## config.mk

```make
export PLATFORM = sky130hd
export DESIGN_NAME = mux4x1_rr_sched
export DESIGN_NICKNAME = d
export VERILOG_FILES = /design/src/rtl/mux4x1_rr_sched.sv
export SDC_FILE = /design/constraint.sdc
export NUM_CORES = 1
export LEC_CHECK = 0
export CAP_MARGIN = 15
export CORE_MARGIN = 5
export CORE_UTILIZATION = 62
export CTS_CLUSTER_SIZE = 12
export DETAILED_ROUTE_END_ITERATION = 7
export PLACE_DENSITY = 0.81
export SKIP_CTS_REPAIR_TIMING = 1
export SLEW_MARGIN = 30
export SYNTH_ARGS = -nofsm -noshare
export SYNTH_HDL_FRONTEND = slang
export SYNTH_SLANG_ARGS = --single-unit
```

## constraint.sdc

```tcl
create_clock -name clk -period 6.8 [get_ports clk]
set_input_delay 1.36 -clock clk [delete_from_list [all_inputs] [get_ports clk]]
set_output_delay 1.36 -clock clk [all_outputs]
set_load 0.02 [all_outputs]
```

## src/rtl/mux4x1_rr_sched.sv

```systemverilog
// Four-lane byte buffer with a round-robin drain onto one registered output lane.
// Each lane has a small FIFO and status flags. The arbiter pops at most one head byte per clock.
module mux4x1_rr_sched #(
    parameter int DATA_W    = 8,
    parameter int DEPTH     = 4,
    parameter int AF_THRESH = 3
) (
    input  logic              clk,
    input  logic              reset,
    input  logic [DATA_W-1:0] in0,
    input  logic [DATA_W-1:0] in1,
    input  logic [DATA_W-1:0] in2,
    input  logic [DATA_W-1:0] in3,
    input  logic [3:0]        valid,
    input  logic              pause,
    output logic [DATA_W-1:0] out,
    output logic              valid_out,
    output logic [1:0]        sel,
    output logic [3:0]        empty,
    output logic [3:0]        full,
    output logic [3:0]        almost_full,
    output logic [3:0]        overflow
);

    localparam int AW = $clog2(DEPTH);
    localparam logic [AW:0] DEPTH_C = (AW+1)'(DEPTH);
    localparam logic [AW:0] AF_C    = (AW+1)'(AF_THRESH);
    localparam logic [AW:0] ONE_C   = (AW+1)'(1);

    logic [DATA_W-1:0] lane_data [4];
    logic [DATA_W-1:0] head      [4];

    logic              grant_valid;
    logic [1:0]        grant_lane;
    logic [1:0]        ptr_reg;
    logic [DATA_W-1:0] out_reg;
    logic [1:0]        sel_reg;
    logic              valid_out_reg;

    assign lane_data[0] = in0;
    assign lane_data[1] = in1;
    assign lane_data[2] = in2;
    assign lane_data[3] = in3;

    // Per-lane FIFO: full is taken from the pre-edge count, so a push into a
    // full lane is dropped even if the same lane is popped this cycle.
    for (genvar gi = 0; gi < 4; gi++) begin : g_lane
        logic [DATA_W-1:0] mem [DEPTH];
        logic [AW-1:0]     wr_ptr_reg;
        logic [AW-1:0]     rd_ptr_reg;
        logic [AW:0]       count_reg;
        logic [AW:0]       count_next;
        logic              overflow_reg;
        logic              push;
        logic              pop;

        assign push = valid[gi] && !full[gi];
        assign pop  = grant_valid && (grant_lane == 2'(gi));

        always_comb begin
            count_next = count_reg;
            case ({push, pop})
                2'b10:   count_next = count_reg + ONE_C;
                2'b01:   count_next = count_reg - ONE_C;
                default: count_next = count_reg;
            endcase
        end

        always_ff @(posedge clk) begin
            if (push) begin
                mem[wr_ptr_reg] <= lane_data[gi];
            end
        end

        always_ff @(posedge clk) begin
            if (reset) begin
                wr_ptr_reg   <= '0;
                rd_ptr_reg   <= '0;
                count_reg    <= '0;
                overflow_reg <= 1'b0;
            end else begin
                if (push) begin
                    wr_ptr_reg <= wr_ptr_reg + AW'(1);
                end
                if (pop) begin
                    rd_ptr_reg <= rd_ptr_reg + AW'(1);
                end
                count_reg <= count_next;
                if (valid[gi] && full[gi]) begin
                    overflow_reg <= 1'b1;
                end
            end
        end

        assign head[gi]        = mem[rd_ptr_reg];
        assign empty[gi]       = (count_reg == '0);
        assign full[gi]        = (count_reg == DEPTH_C);
        assign almost_full[gi] = (count_reg >= AF_C);
        assign overflow[gi]    = overflow_reg;
    end

    // Search ptr, ptr+1, ptr+2, ptr+3 (mod 4); the first non-empty lane wins.
    always_comb begin
        logic       found;
        logic [1:0] cand;
        found      = 1'b0;
        cand       = ptr_reg;
        grant_lane = ptr_reg;
        for (int k = 0; k < 4; k++) begin
            cand = ptr_reg + 2'(k);
            if (!found && !empty[cand]) begin
                found      = 1'b1;
                grant_lane = cand;
            end
        end
        grant_valid = found && !pause;
    end

    always_ff @(posedge clk) begin
        if (reset) begin
            out_reg       <= '0;
            sel_reg       <= '0;
            valid_out_reg <= 1'b0;
            ptr_reg       <= '0;
        end else if (grant_valid) begin
            out_reg       <= head[grant_lane];
            sel_reg       <= grant_lane;
            valid_out_reg <= 1'b1;
            ptr_reg       <= grant_lane + 2'd1;
        end else begin
            valid_out_reg <= 1'b0;
        end
    end

    assign out       = out_reg;
    assign sel       = sel_reg;
    assign valid_out = valid_out_reg;

endmodule
```

==> impl_metrics.csv, run 1 <==
group,metric,value,unit
global_route,grt.overflow.total,0,
timing,setup_ws,2.880,ns
layout,final_nets,600,
global_route,track_usage,21.29,%
yosys,yosys_most_used_dff,"edfxtp_1",
critical_path,crit_required,7.15,ns
floorplanning,die_y,120.2,um
route,remaining_drc_errors,0,
yosys,synth_edf_count,128,
route,vias,4068,
floorplanning,core_area,11960,sq um
critical_path,critPathKind,"in2reg",
critical_path,critPathMaxFanout,15,
yosys,synth_cell_types,51,
power,vdd_ir_drop_max,364.6,uV
route,drt-total-wl,14110,um
clock_network,clk_path_buf_depth,2,
floorplanning,initial_core_util,62.97,%
yosys,avgSynthCellArea,15.82,sq um
placement,place_hpwl,9913,um
timing,setup_tns,0,ns
route,ant_nets,0,
clock_network,clk_pin_slew,0.06,ns
critical_path,endpoint_kind,"flop",
critical_path,critPathArrivalTime,4.27,ns
placement,place_congestion,0.7685,
floorplanning,io_pins,66,
timing,clock_skew,0.006266,ns
layout,drive_gt1_share,15.09,%
yosys,synth_area,7532,sq um
route,firstDrtPassIters,4,
yosys,synth_async_sr_flop_share,0,%
outcome,status,"complete, no violations",
clock_network,cts_tree,"done",
worst_hold_path,hold_class,"reg2reg",
run,maxCapViolations,0,
placement,io_buffer_count,65,
route,viasPerCell,5.836,
yosys,syn_inst,476,
critical_path,startpoint_type,"primary input",
layout,area_delta_synth_final,17.16,%
global_route,grt_antenna_before_repair,0,
clock_network,numCtsBuffers,17,
timing,rsz0062_at_grt,"false",
power,powerDensity,432.7,nW/um^2
timing,drv_slew,0,
timing,setup_viol,0,
yosys,yosys_warnings,0,
yosys,syn_nets,539,
clock_network,insertion_delay,0.43,ns
timing,fmax,0.2551,GHz
timing,finalCritPeriodShare,57.65,%
floorplanning,rows,40,
timing,hold_viol_final,0,
clock_network,htreeDepth,4,
global_route,grt_pass1_vias,4366,
clock_network,root_buffer,"clkbuf_16",
global_route,grt_max_degree,52,
layout,num_antenna_cells,0,
global_route,grt_pass1_wl,23000,um
power,power,0.003818,W
route,drt_iter0_markers,354,
layout,largest_reg_flops,128,
timing,worst_slew_pin_slew,0.9059,ns
clock_network,clock_sinks,181,
yosys,seq_area_frac_synth,65.12,%
yosys,synth_seq_cells,181,
floorplanning,dieArea,14450,sq um
route,avgRoutedWirePerCell,20.24,um
timing,slew-limit-headroom,39.61,%
power,leakage,3.093,nW
floorplanning,die_x,120.2,um
timing,period_minus_slack,3.920,ns
placement,pre_cts_ws,2.441,ns
==> metrics by stage <==
| stage | cells | hold WS [ns] | util [%] | cell area (sq um) |
|---|---|---|---|---|
| 6_report | 697 | 0.4832 | 73.78 | 8825 |
| 5_1_grt | 697 | 0.5154 | 73.78 | 8825 |
| 4_1_cts | 697 | 0.4820 | 73.78 | 8825 |
| 3_5_place_dp | 665 | 0.4668 | 68.79 | 8228 |
| 3_3_place_gp | 665 | 0.4463 | 68.79 | 8228 |
| 2_1_floorplan | 476 | 0.4380 | - | 7532 |
==> worst max-delay path, cell delays in order <==
cell	delay [ns]
clkdlybuf4s50_1	0.42
a41o_1	0.46
a211oi_2	0.42
nor3b_4	0.33
ha_1	0.23
inv_1	0.06
fa_1	0.38
xor2_1	0.16
or3_1	0.30
a21oi_1	0.14
==> cells in the mapped netlist, drive strengths merged (8+ instances only) <==
cell	count	share of area, %
and3	10	0.83
a21oi	20	1.5
mux4	32	9.6
and2	10	0.83
xor2	10	1.2
inv	32	1.6
o221ai	10	1.3
nor2	38	2.0
buf	14	1.3
mux2i	18	2.4
nand3b	8	0.80
dfxtp	53	14
ha	20	3.3
edfxtp	128	51
clkbuf	9	0.45
==> cell families (layout without fill, tap and decap cells) <==
family	count (synthesis)	count (layout)	share of synthesized area (%)
AND/OR/NAND/NOR	95	95	7.458
multiplexers	53	53	12.41
buffers and inverters	55	129	3.405
AO/OA/AOI/OAI	51	51	5.249
adder cells (fa/ha/maj)	24	24	4.385
flip-flops	181	181	65.12
XOR/XNOR	17	17	1.977
==> where the power goes <==
group | switching, W | total (W) | internal (W)
Sequential | 0.000146 | 0.00150 | 0.00136
Combinational | 0.000752 | 0.00134 | 0.000592
Clock | 0.000385 | 0.000973 | 0.000588
==> layout make-up <==
class | instances | area (sq um)
repair buffers | 65 | 645.6
fillers | 731 | 3137
multi-input cells | 240 | 2371
inverters | 32 | 122.6
flip-flops and latches | 181 | 4905
well taps | 147 | 183.9
clock buffers | 23 | 499.2
clock inverters | 9 | 97.59
==> cells in the final DEF, fill, tap and decap left out, types with 2 or more instances in the layout <==
cell,count
mux2_1,3
o21ai_0,5
inv_1,30
nand2b_1,2
nand3b_1,8
nand2_1,7
a21oi_1,18
clkbuf_8,3
clkbuf_1,2
nor2_1,36
or3_1,4
edfxtp_1,128
mux4_2,32
and2_1,10
and3_1,10
ha_1,20
xnor2_1,7
nor2b_1,4
o221ai_1,8
clkinv_2,6
dfxtp_1,53
bufinv_16,2
clkbuf_16,18
mux2i_1,18
fa_1,4
clkdlybuf4s50_1,64
o221ai_2,2
nand3_1,3
or3_4,3
a211oi_2,2
xor2_1,10
a21o_1,5
==> layer usage <==
layer / global-route usage [%] / vias to the layer above / share of wire, %
met1: 29.09 / 2028 / 43
met5: 0 / - / 0
met3: 5.659 / 19 / 5.5
met2: 33.12 / 124 / 49
met4: 8.286 / 0 / 2.3
li1: - / 1897 / -
==> final timing paths <==
path	to	from	slack, ns	cells past startpoint
max	g_lane[3].count_reg[2]$_SDFFE_PP0P_	pause	2.88	10
min	g_lane[1].overflow_reg$_SDFFE_PP0P_	g_lane[1].overflow_reg$_SDFFE_PP0P_	0.48	2
max reg2reg	g_lane[3].count_reg[2]$_SDFFE_PP0P_	g_lane[0].count_reg[2]$_SDFFE_PP0P_	3.54	11
min reg2reg	g_lane[1].overflow_reg$_SDFFE_PP0P_	g_lane[1].overflow_reg$_SDFFE_PP0P_	0.48	2
Note: power is estimated with default switching activity, not from simulation.
==> run 2: changes to the inputs <==
--- a/config.mk
+++ b/config.mk
@@ -7,10 +7,10 @@
 export LEC_CHECK = 0
 export CAP_MARGIN = 15
 export CORE_MARGIN = 5
-export CORE_UTILIZATION = 62
+export CORE_UTILIZATION = 52
 export CTS_CLUSTER_SIZE = 12
 export DETAILED_ROUTE_END_ITERATION = 7
-export PLACE_DENSITY = 0.81
+export PLACE_DENSITY = 0.72
 export SKIP_CTS_REPAIR_TIMING = 1
 export SLEW_MARGIN = 30
 export SYNTH_ARGS = -nofsm -noshare
==> constraint.sdc (replaced) <==
create_clock -name clk -period 3.21 [get_ports clk]
set_input_delay 0.642 -clock clk [delete_from_list [all_inputs] [get_ports clk]]
set_output_delay 0.642 -clock clk [all_outputs]
set_load 0.02 [all_outputs]
==> run 2 against run 1 <==
  * Hold slack worse by 0.011 ns
  * Via count fell by 0.74%
  * Power grew 110%
  * Non-clock buffer count up 10
  * Clock skew up 0.0068 ns
  * Sequential share of layout area decreased by 0.35 points
  * Worst setup slack worse by 2.6 ns
  * Clock-buffer cell count shrank 1
  * Register-to-register slack worse by 3.3 ns
  * Final area increased by 0.64%
  * Critical path type is now reg2reg
==> impl_metrics.csv, run 2 (same netlist as run 1, synthesis figures left out) <==
group,metric,value,unit
route,ant_nets,0,
clock_network,insertion_delay,0.42,ns
global_route,grt_antenna_before_repair,0,
layout,finalInstanceArea,8881,sq um
global_route,grt_pass1_wl,22070,um
critical_path,endpoint_kind,"flop",
route,avgRoutedWirePerCell,18.30,um
clock_network,cts_tree,"done",
clock_network,clock_sinks,181,
critical_path,critical-path-max-stage-delay,0.43,ns
route,drt_iter0_markers,179,
critical_path,crit_family,"simple AND/OR/NAND/NOR gates",
critical_path,startpoint_type,"flop",
global_route,grt_pass1_vias,4335,
clock_network,root_buffer,"clkbuf_16",
timing,whs,0.4718,ns
placement,place_hpwl,9919,um
critical_path,critPathArrivalTime,3.31,ns
floorplanning,initial_core_util,52.42,%
route,firstDrtPassIters,4,
layout,final_cell_mix,"edfxtp_1 (128), clkdlybuf4s50_1 (64), dfxtp_1 (53)",
clock_network,htreeDepth,4,
floorplanning,rows,44,
floorplanning,die_y,130.4,um
timing,hold_viol_final,0,
layout,final_nets,610,
power,vdd_ir_drop_max,674.9,uV
floorplanning,dieArea,16990,sq um
worst_hold_path,hold_class,"reg2reg",
power,powerDensity,891.8,nW/um^2
placement,dp_cells,712,
timing,rsz0062_at_grt,"false",
floorplanning,die_x,130.4,um
route,remaining_drc_errors,0,
critical_path,crit_chain,"or3_4 > inv_4 > o221ai_2 > a211oi_2 > nor3b_4 > ha_1 > inv_1 > fa_1 > xor2_1 > or3_1 > a21oi_1",
placement,place_congestion,0.7738,
layout,num_antenna_cells,0,
timing,drv_slew,0,
critical_path,critPathMaxFanout,7,
route,drt-total-wl,13610,um
layout,fin_util,61.81,%
layout,final_common_cell,"edfxtp_1",
power,leakage,3.105,nW
timing,clock_skew,0.01305,ns
timing,period_minus_slack,2.951,ns
floorplanning,core_area,14370,sq um
critical_path,crit_required,3.57,ns
timing,finalCritPeriodShare,91.93,%
placement,io_buffer_count,65,
clock_network,clk_path_buf_depth,2,
global_route,grt_max_degree,28,
placement,dpl_cell_area,8349,sq um
outcome,status,"complete, no violations",
layout,largest_reg_flops,128,
route,vias,4038,
clock_network,clk_pin_slew,0.06,ns
route,viasPerCell,5.427,
layout,drive_gt1_share,16.07,%
clock_network,numCtsBuffers,17,
critical_path,crit_buf_inv,2,
critical_path,critPathKind,"reg2reg",
critical_path,crit_slowest_cell,"or3_4",
timing,fmax,0.3389,GHz
timing,worst_slew_pin_slew,0.5511,ns
timing,setup_viol,0,
floorplanning,io_pins,66,
global_route,track_usage,17.39,%
timing,slew-limit-headroom,63.21,%
run,maxCapViolations,0,
layout,final_cells,744,
layout,area_delta_synth_final,17.91,%
global_route,grt.overflow.total,0,
## run 2: cell type report
type,instances,area (sq um)
Timing Repair Buffer,75,720.7
Clock inverter,10,56.30
Clock buffer,22,475.5
Inverter,32,122.6
Sequential cell,181,4905
Fill cell,1035,5488
Multi-Input combinational cell,240,2371
Tap cell,184,230.2
## run 2: worst register-to-register path, cell delays in order (launching register included)
cell and delay (ns):
dfxtp_1 0.35, or3_4 0.43, inv_4 0.11, o221ai_2 0.13, a211oi_2 0.34, nor3b_4 0.26, ha_1 0.21, inv_1 0.06
fa_1 0.38, xor2_1 0.16, or3_1 0.31, a21oi_1 0.14
## run 2: routing by layer
| layer | GRT usage, % | share of wire [%] | up-vias |
|---|---|---|---|
| met2 | 29.15 | 51 | 91 |
| met4 | 5.082 | 1.4 | 0 |
| met1 | 22.03 | 42 | 2014 |
| met5 | 0 | 0 | - |
| li1 | - | - | 1917 |
| met3 | 5.321 | 5.5 | 16 |
## run 2: per-stage QoR
stage,worst slack (ns),TNS [ns],power (W)
CTS,0.2514,0,0.008015
floorplan,0.3278,0,0.005364
detailed placement,-0.01308,-0.01308,0.006161
global route,0.06094,0,0.008392
finish,0.2590,0,0.007920
global placement,0.07855,0,0.006076
## run 2: worst paths after layout
path	startpoint	endpoint	slack, ns	depth (start not counted)
setup / recovery	g_lane[0].count_reg[2]$_SDFFE_PP0P_	g_lane[3].count_reg[2]$_SDFFE_PP0P_	0.26	11
hold / removal	g_lane[0].overflow_reg$_SDFFE_PP0P_	g_lane[0].overflow_reg$_SDFFE_PP0P_	0.47	2
setup reg to reg	g_lane[0].count_reg[2]$_SDFFE_PP0P_	g_lane[3].count_reg[2]$_SDFFE_PP0P_	0.26	11
hold reg to reg	g_lane[0].overflow_reg$_SDFFE_PP0P_	g_lane[0].overflow_reg$_SDFFE_PP0P_	0.47	2
## run 2: power breakdown
group / total [W] / switching (W) / internal [W]
combinational: 0.00290 / 0.00157 / 0.00134
sequential: 0.00317 / 0.000299 / 0.00287
clock: 0.00184 / 0.000800 / 0.00104
==> run 3: changes to the inputs <==
--- a/config.mk
+++ b/config.mk
@@ -5,7 +5,6 @@
 export SDC_FILE = /design/constraint.sdc
 export NUM_CORES = 1
 export LEC_CHECK = 0
-export CAP_MARGIN = 15
 export CORE_MARGIN = 5
 export CORE_UTILIZATION = 52
 export CTS_CLUSTER_SIZE = 12
==> results of run 3 <==
No change in the layout: final DEF, timing and power equal those of run 2.
